File: src/rtl/sonar_scheduler.sv
// sonar_scheduler: round-robin trigger/echo timer for four ultrasonic rangers with registered obstacle flags.
// Optional SONAR_FILTER_EN: obstacle sets only after two consecutive below-threshold results per sensor.
module sonar_scheduler #(
    parameter int TRIG_TICKS   = 1000,
    parameter int RISE_TIMEOUT = 3000000,
    parameter int ECHO_MAX     = 2500000,
    parameter int GUARD_TICKS  = 1000000,
    parameter int THRESHOLD    = 300000
) (
    input  logic        CLK100MHZ,
    input  logic        CPU_RESETN,
    input  logic [3:0]  sensor_en,
    input  logic [3:0]  echo,
    output logic [3:0]  trig,
    output logic        meas_valid,
    input  logic        meas_ready,
    output logic [1:0]  meas_id,
    output logic [23:0] meas_count,
    output logic        meas_timeout,
    output logic [3:0]  obstacle
);
    typedef enum logic [2:0] {IDLE, TRIG, WAIT_RISE, MEASURE, REPORT, GUARD} state_t;
    state_t      state_q, state_d;
    logic [3:0]  sync1_q, sync2_q;
    logic [1:0]  id_q, id_d, mid_q, mid_d, cand;
    logic [23:0] cnt_q, cnt_d, count_q, count_d;
    logic        timeout_q, timeout_d, hit, found, echo_s;
    logic [3:0]  obst_q, obst_d;
`ifdef SONAR_FILTER_EN
    logic [3:0]  hist_q, hist_d;
`endif
    assign trig         = (state_q == TRIG) ? 4'b1 << id_q : 4'b0;
    assign meas_valid   = state_q == REPORT;
    assign meas_id      = mid_q;
    assign meas_count   = count_q;
    assign meas_timeout = timeout_q;
    assign obstacle     = obst_q;
    always_comb begin
        state_d   = state_q;
        id_d      = id_q;
        mid_d     = mid_q;
        cnt_d     = cnt_q;
        count_d   = count_q;
        timeout_d = timeout_q;
        obst_d    = obst_q;
`ifdef SONAR_FILTER_EN
        hist_d    = hist_q;
`endif
        found     = 1'b0;
        cand      = 2'd0;
        echo_s    = sync2_q[id_q];
        hit       = !timeout_q && count_q < 24'(THRESHOLD);
        case (state_q)
            IDLE: begin
                // scan after last index; disabled sensors passed over lose their flag
                for (int k = 1; k <= 4; k++) begin
                    cand = id_q + 2'(k);
                    if (!found) begin
                        if (sensor_en[cand]) begin
                            found = 1'b1;
                            id_d  = cand;
                        end else begin
                            obst_d[cand] = 1'b0;
`ifdef SONAR_FILTER_EN
                            hist_d[cand] = 1'b0;
`endif
                        end
                    end
                end
                if (found) begin
                    state_d = TRIG;
                    cnt_d   = 24'd0;
                end
            end
            TRIG: begin
                state_d = (cnt_q == 24'(TRIG_TICKS - 1)) ? WAIT_RISE : TRIG;
                cnt_d   = (cnt_q == 24'(TRIG_TICKS - 1)) ? 24'd0 : cnt_q + 24'd1;
            end
            WAIT_RISE: begin
                if (echo_s) begin
                    state_d = MEASURE;
                    cnt_d   = 24'd1;
                end else if (cnt_q == 24'(RISE_TIMEOUT - 1)) begin
                    state_d   = REPORT;
                    mid_d     = id_q;
                    count_d   = 24'd0;
                    timeout_d = 1'b1;
                end else begin
                    cnt_d = cnt_q + 24'd1;
                end
            end
            MEASURE: begin
                if (!echo_s) begin
                    state_d   = REPORT;
                    mid_d     = id_q;
                    count_d   = cnt_q;
                    timeout_d = 1'b0;
                end else if (cnt_q + 24'd1 == 24'(ECHO_MAX)) begin
                    state_d   = REPORT;
                    mid_d     = id_q;
                    count_d   = 24'(ECHO_MAX);
                    timeout_d = 1'b1;
                end else begin
                    cnt_d = cnt_q + 24'd1;
                end
            end
            REPORT: begin
                if (meas_ready) begin
                    state_d = GUARD;
                    cnt_d   = 24'd0;
`ifdef SONAR_FILTER_EN
                    obst_d[mid_q] = hit && hist_q[mid_q];
                    hist_d[mid_q] = hit;
`else
                    obst_d[mid_q] = hit;
`endif
                end
            end
            GUARD: begin
                state_d = (cnt_q == 24'(GUARD_TICKS - 1)) ? IDLE : GUARD;
                cnt_d   = cnt_q + 24'd1;
            end
            default: state_d = IDLE;
        endcase
    end
    always_ff @(posedge CLK100MHZ) begin
        if (!CPU_RESETN) begin
            state_q   <= IDLE;
            sync1_q   <= 4'd0;
            sync2_q   <= 4'd0;
            id_q      <= 2'd3;
            mid_q     <= 2'd0;
            cnt_q     <= 24'd0;
            count_q   <= 24'd0;
            timeout_q <= 1'b0;
            obst_q    <= 4'd0;
`ifdef SONAR_FILTER_EN
            hist_q    <= 4'd0;
`endif
        end else begin
            state_q   <= state_d;
            sync1_q   <= echo;
            sync2_q   <= sync1_q;
            id_q      <= id_d;
            mid_q     <= mid_d;
            cnt_q     <= cnt_d;
            count_q   <= count_d;
            timeout_q <= timeout_d;
            obst_q    <= obst_d;
`ifdef SONAR_FILTER_EN
            hist_q    <= hist_d;
`endif
        end
    end
endmodule

File: config.mk
export PLATFORM = sky130hd
export DESIGN_NAME = sonar_scheduler
export DESIGN_NICKNAME = d
export VERILOG_FILES = /design/src/rtl/sonar_scheduler.sv
export SDC_FILE = /design/constraint.sdc
export NUM_CORES = 1
export LEC_CHECK = 0
export CORE_MARGIN = 3
export CORE_UTILIZATION = 55
export CTS_BUF_LIST = sky130_fd_sc_hd__clkbuf_16
export DETAILED_ROUTE_END_ITERATION = 8
export HOLD_SLACK_MARGIN = 0.05
export PLACE_DENSITY = 0.82
export SYNTH_ARGS = -nofsm -noshare
export SYNTH_HDL_FRONTEND = slang
export SYNTH_SLANG_ARGS = --single-unit
File: constraint.sdc
create_clock -name CLK100MHZ -period 9.11 [get_ports CLK100MHZ]
set_input_delay 2.2775 -clock CLK100MHZ [delete_from_list [all_inputs] [get_ports CLK100MHZ]]
set_output_delay 2.2775 -clock CLK100MHZ [all_outputs]
set_load 0.05 [all_outputs]
Word level (Yosys, flattened, before mapping)
Cells that the tools add are included.

operators by class
  add/sub/neg operators = 4
  $lt $le $gt $ge = 11
  eq/ne operators = 19
  shift-type cells = 1
  multiplexer cells = 84
  bitwise operators = 8
  reduce and logical (&&, ||, !) cells = 16

operators by type and width
  cell                                                   count
  two-way mux 24 bit                                     11
  one-hot mux 24 bit (6 select lines)                    1
  == test 24 x 22 -> 1 bit (second input constant)       2
  two-way mux 4 bit                                      12
  one-hot mux 24 bit (2 select lines)                    1
  two-way mux 1 bit                                      25
  adder 24 x 1 -> 24 bit (second input constant)         1
  == test 24 x 10 -> 1 bit (second input constant)       1
  == test 24 x 20 -> 1 bit (second input constant)       1
  < comparator 24 x 19 -> 1 bit (second input constant)  1
  two-way mux 2 bit                                      12
  two-way mux 3 bit                                      7
  one-hot mux 3 bit (6 select lines)                     1
  AND 4 bit                                              4
  inverter 4 bit                                         4
  < comparator 2 x 3 -> 1 bit (second input constant)    5
  != test 2 bit (second input constant)                  6
  binary-select mux 1 bit (select 2 bit)                 5
  demux 1 bit (select 2 bit)                             5
  >= comparator 2 x 1 -> 1 bit (second input constant)   5
  != test 3 bit (second input constant)                  3
  one-hot mux 4 bit (2 select lines)                     1
  AND reduction 4 bit                                    2
  == test 3 x 2 -> 1 bit (second input constant)         2
  16 further kinds                                       25

word-level totals
  register bits = 68
  input port bits = 11

Depth between registers and ports, before layout
  word-level depth = 21
  gate-level depth with buffers = 12
  gate-level depth less buffers = 10

Worst setup path after synthesis
Ideal clock, no wire load.

  path type = reg2out
  start = reg id_q[0]
  end = out trig[0]
  arrival time = 2.102 ns
  data required time = 6.832 ns
  path slack = 4.731 ns
  cell stages (with the launch flop) = 6
  path buffers = 1
  path through = dfxtp_1 > clkbuf_1 > inv_1 > ha_1 > inv_1 > nor3_1

on the way
  longest elaborated chain between the ends = 2

RTL lines
  element                    RTL line  source
  from (decl)                25        logic [1:0] id_q, id_d, mid_q, mid_d, cand;
  from (signal assigned)     144       id_q <= id_d;
  << shifter 1 x 2 -> 4 bit  32        assign trig = (state_q == TRIG) ? 4'b1 << id_q : 4'b0;
  two-way mux 4 bit          32
  to (decl)                  14        output logic [3:0] trig,

Every way passes these cells.

Worst setup path after layout
Ends and elaborated chain as after synthesis.

==> results.cfg <==
[routing]
drtIter0Drc = 567
drt-pass1-iter-count = 5
vias_per_cell = 6.59
ant_nets = 0
num_vias = 4414
wl_per_cell_um = 19.0
drt_wl_total_um = 12800
drcViolationCount = 0

[logic_synthesis]
yosysTopAreaCellShare_pct = 31.9
synth-edff-count = 0
post-synth-top-count-cell = dfxtp_1
ys_top_cells_by_area = dfxtp_1, nand2_1, a21oi_1, nor2_1, o21ai_0
ys_warn_count = 0
ys_types = 68
netlist_area_um2 = 4260
syn_nets = 567
async_flop_share_pct = 0
synth-seq-cells = 68
yosys-top-cells-count = dfxtp_1, nand2_1, nor2_1, a21oi_1, o21ai_0
syn_area_per_cell_um2 = 7.78
syn_inst = 548
yosysTopAreaCell = dfxtp_1
ys_seq_area_share_pct = 31.9
synth_flop_cell = dfxtp_1

[floorplanning]
ios = 47
core_um2 = 7370
die-area_um2 = 8850
rows = 31
die_h_um = 94.1
initial_core_util_pct = 57.9
die_width_um = 94.1

[finish]
area_delta_synth_final_pct = 16.8
diodes = 0
drive_gt1_share_pct = 6.48
nets = 585
fill_cells = 596

[timing]
min_period_over_period_pct = 52.3
setup_viol = 0
slew_headroom_pct = 27.9
clock_skew_ns = 0.00847
fmax_mhz = 210
final_hold_viol_count = 0
tightest_slew_ns = 1.08
rsz0062_at_grt = false
tns_ns = 0
final_max_slew_viol_count = 0
layout_min_cycle_time_ns = 4.77

[cts]
cts_hold_buffers = 0
root_buffer = clkbuf_16
tritoncts = built
cts_buffer_depth = 2
cts_resized = 0
htree_levels = 3
post_cts_buffers = 0
cts.sinks = 68
cts_buffers = 9
worstSkewPairLatency_ns = 0.33
clkTransAtPathRegs_ns = 0.06

[place]
portBuffers = 46
dp_hpwl_um = 8750
gp_congestion = 1.04

[job]
cap_violations = 0

[setup_path]
required_ns = 6.83
critPathKind = reg -> out
worst_setup_path_start_kind = register
cp.arrival_ns = 2.49
critPathCaptureType = primary output
path_max_fanout = 14

[run_status]
status = finished clean

[min_path]
hold_class = reg -> reg

[power]
power.total_w = 0.00101
ir_drop_v = 0.000119
power_leakage_nw = 1.67
power_density_nw_per_um2 = 204

[grt]
globalRouteTotalUtil_pct = 29.1
grt_max_degree = 55
overflow = 0
grt_pass1_vias = 3948
antenna_found_initial = 0
grt_pass1_wl_um = 20400
-- stage by stage --
stage	hold WS (ns)	std cells	util, %	instance area, um^2	setup WS, ns
final	0.434	670	67.6	4980	4.34
after global routing	0.453	670	67.6	4980	4.15
after CTS	0.435	670	67.6	4980	4.33
after detailed placement	0.422	654	63.4	4670	4.25
after global placement	0.415	654	63.4	4670	4.37
after floorplan	0.412	548	-	4260	4.73
-- power breakdown --
part | leakage, nW | switching (W) | total, W | internal, W
Combinational | 0.968 | 0.000189 | 0.000312 | 0.000122
Sequential | 0.551 | 0.0000341 | 0.000342 | 0.000308
Clock | 0.149 | 0.000144 | 0.000360 | 0.000217
Total | 1.67 | 0.000367 | 0.00101 | 0.000647
-- worst paths after layout --
check | slack, ns | depth (start not counted) | start | to
worst min register to register | 0.43 | 1 | sync1_q[3] | sync2_q[3]
worst min-delay path | 0.43 | 1 | sync1_q[3] | sync2_q[3]
worst max-delay path | 4.34 | 5 | id_q[0] | trig[0]
worst max register to register | 4.58 | 9 | cnt_q[0] | cnt_q[21]
-- state kept, by name, indices dropped and copies added (netlist names) --
signal        cells
sync1_q           4
meas_timeout      1
meas_count       24
id_q              2
meas_id           2
obstacle          4
state_q           3
cnt_q            24
sync2_q           4
-- layout by cell type, fill, tap and decap left out, drive strengths merged, types with 6 or more instances in the layout --
cell            n
o21ai          38
nor4           12
nand2b          7
o22ai           6
nor3           20
ha              8
clkdlybuf4s50  46
clkbuf          9
dfxtp          68
nor2           48
o21a           13
a22o           12
nand3          18
a2bb2oi         6
a21oi          42
or3             8
o32ai          12
and3            7
and2            9
mux2i           7
or4            12
nand2          63
nand4          12
inv            15
-- area by class of cell --
class | instances | area, um^2 | area share [%]
Clock inverter | 7 | 83.8 | 1.68
Multi-Input combinational cell | 427 | 2670 | 53.6
Tap cell | 99 | 124 | 2.49
Sequential cell | 68 | 1360 | 27.3
Timing Repair Buffer | 47 | 468 | 9.39
Inverter | 13 | 48.8 | 0.980
Clock buffer | 9 | 225 | 4.52
-- kinds of logic after synthesis --
logic type	synth area share [%]
buffers and inverters	5.46
xor gates and xnor gates	1.23
DFF	31.9
and+or+nand+nor	28.6
adders and majority gates	2.58
AOI/OAI and AO/OA	26.2
muxes	4.02
-- worst max-delay path, stage by stage (launching register included) --
cell and delay, ns:
dfxtp_1 0.73, inv_1 0.25, ha_1 0.31, inv_1 0.10, nor3_1 0.05, clkdlybuf4s50_1 0.72
-- layer usage --
| layer | track usage [%] | wire length [um] | part of all wire, % | up-vias |
|---|---|---|---|---|
| met2 | 46.6 | 5890 | 46 | 257 |
| met5 | 0 | 0 | 0 | - |
| met3 | 5.13 | 1150 | 9.0 | 32 |
| met1 | 39.6 | 5440 | 43 | 2054 |
| li1 | - | - | - | 2071 |
| met4 | 9.27 | 278 | 2.2 | 0 |
No activity file was read; power rests on OpenSTA's default activity.
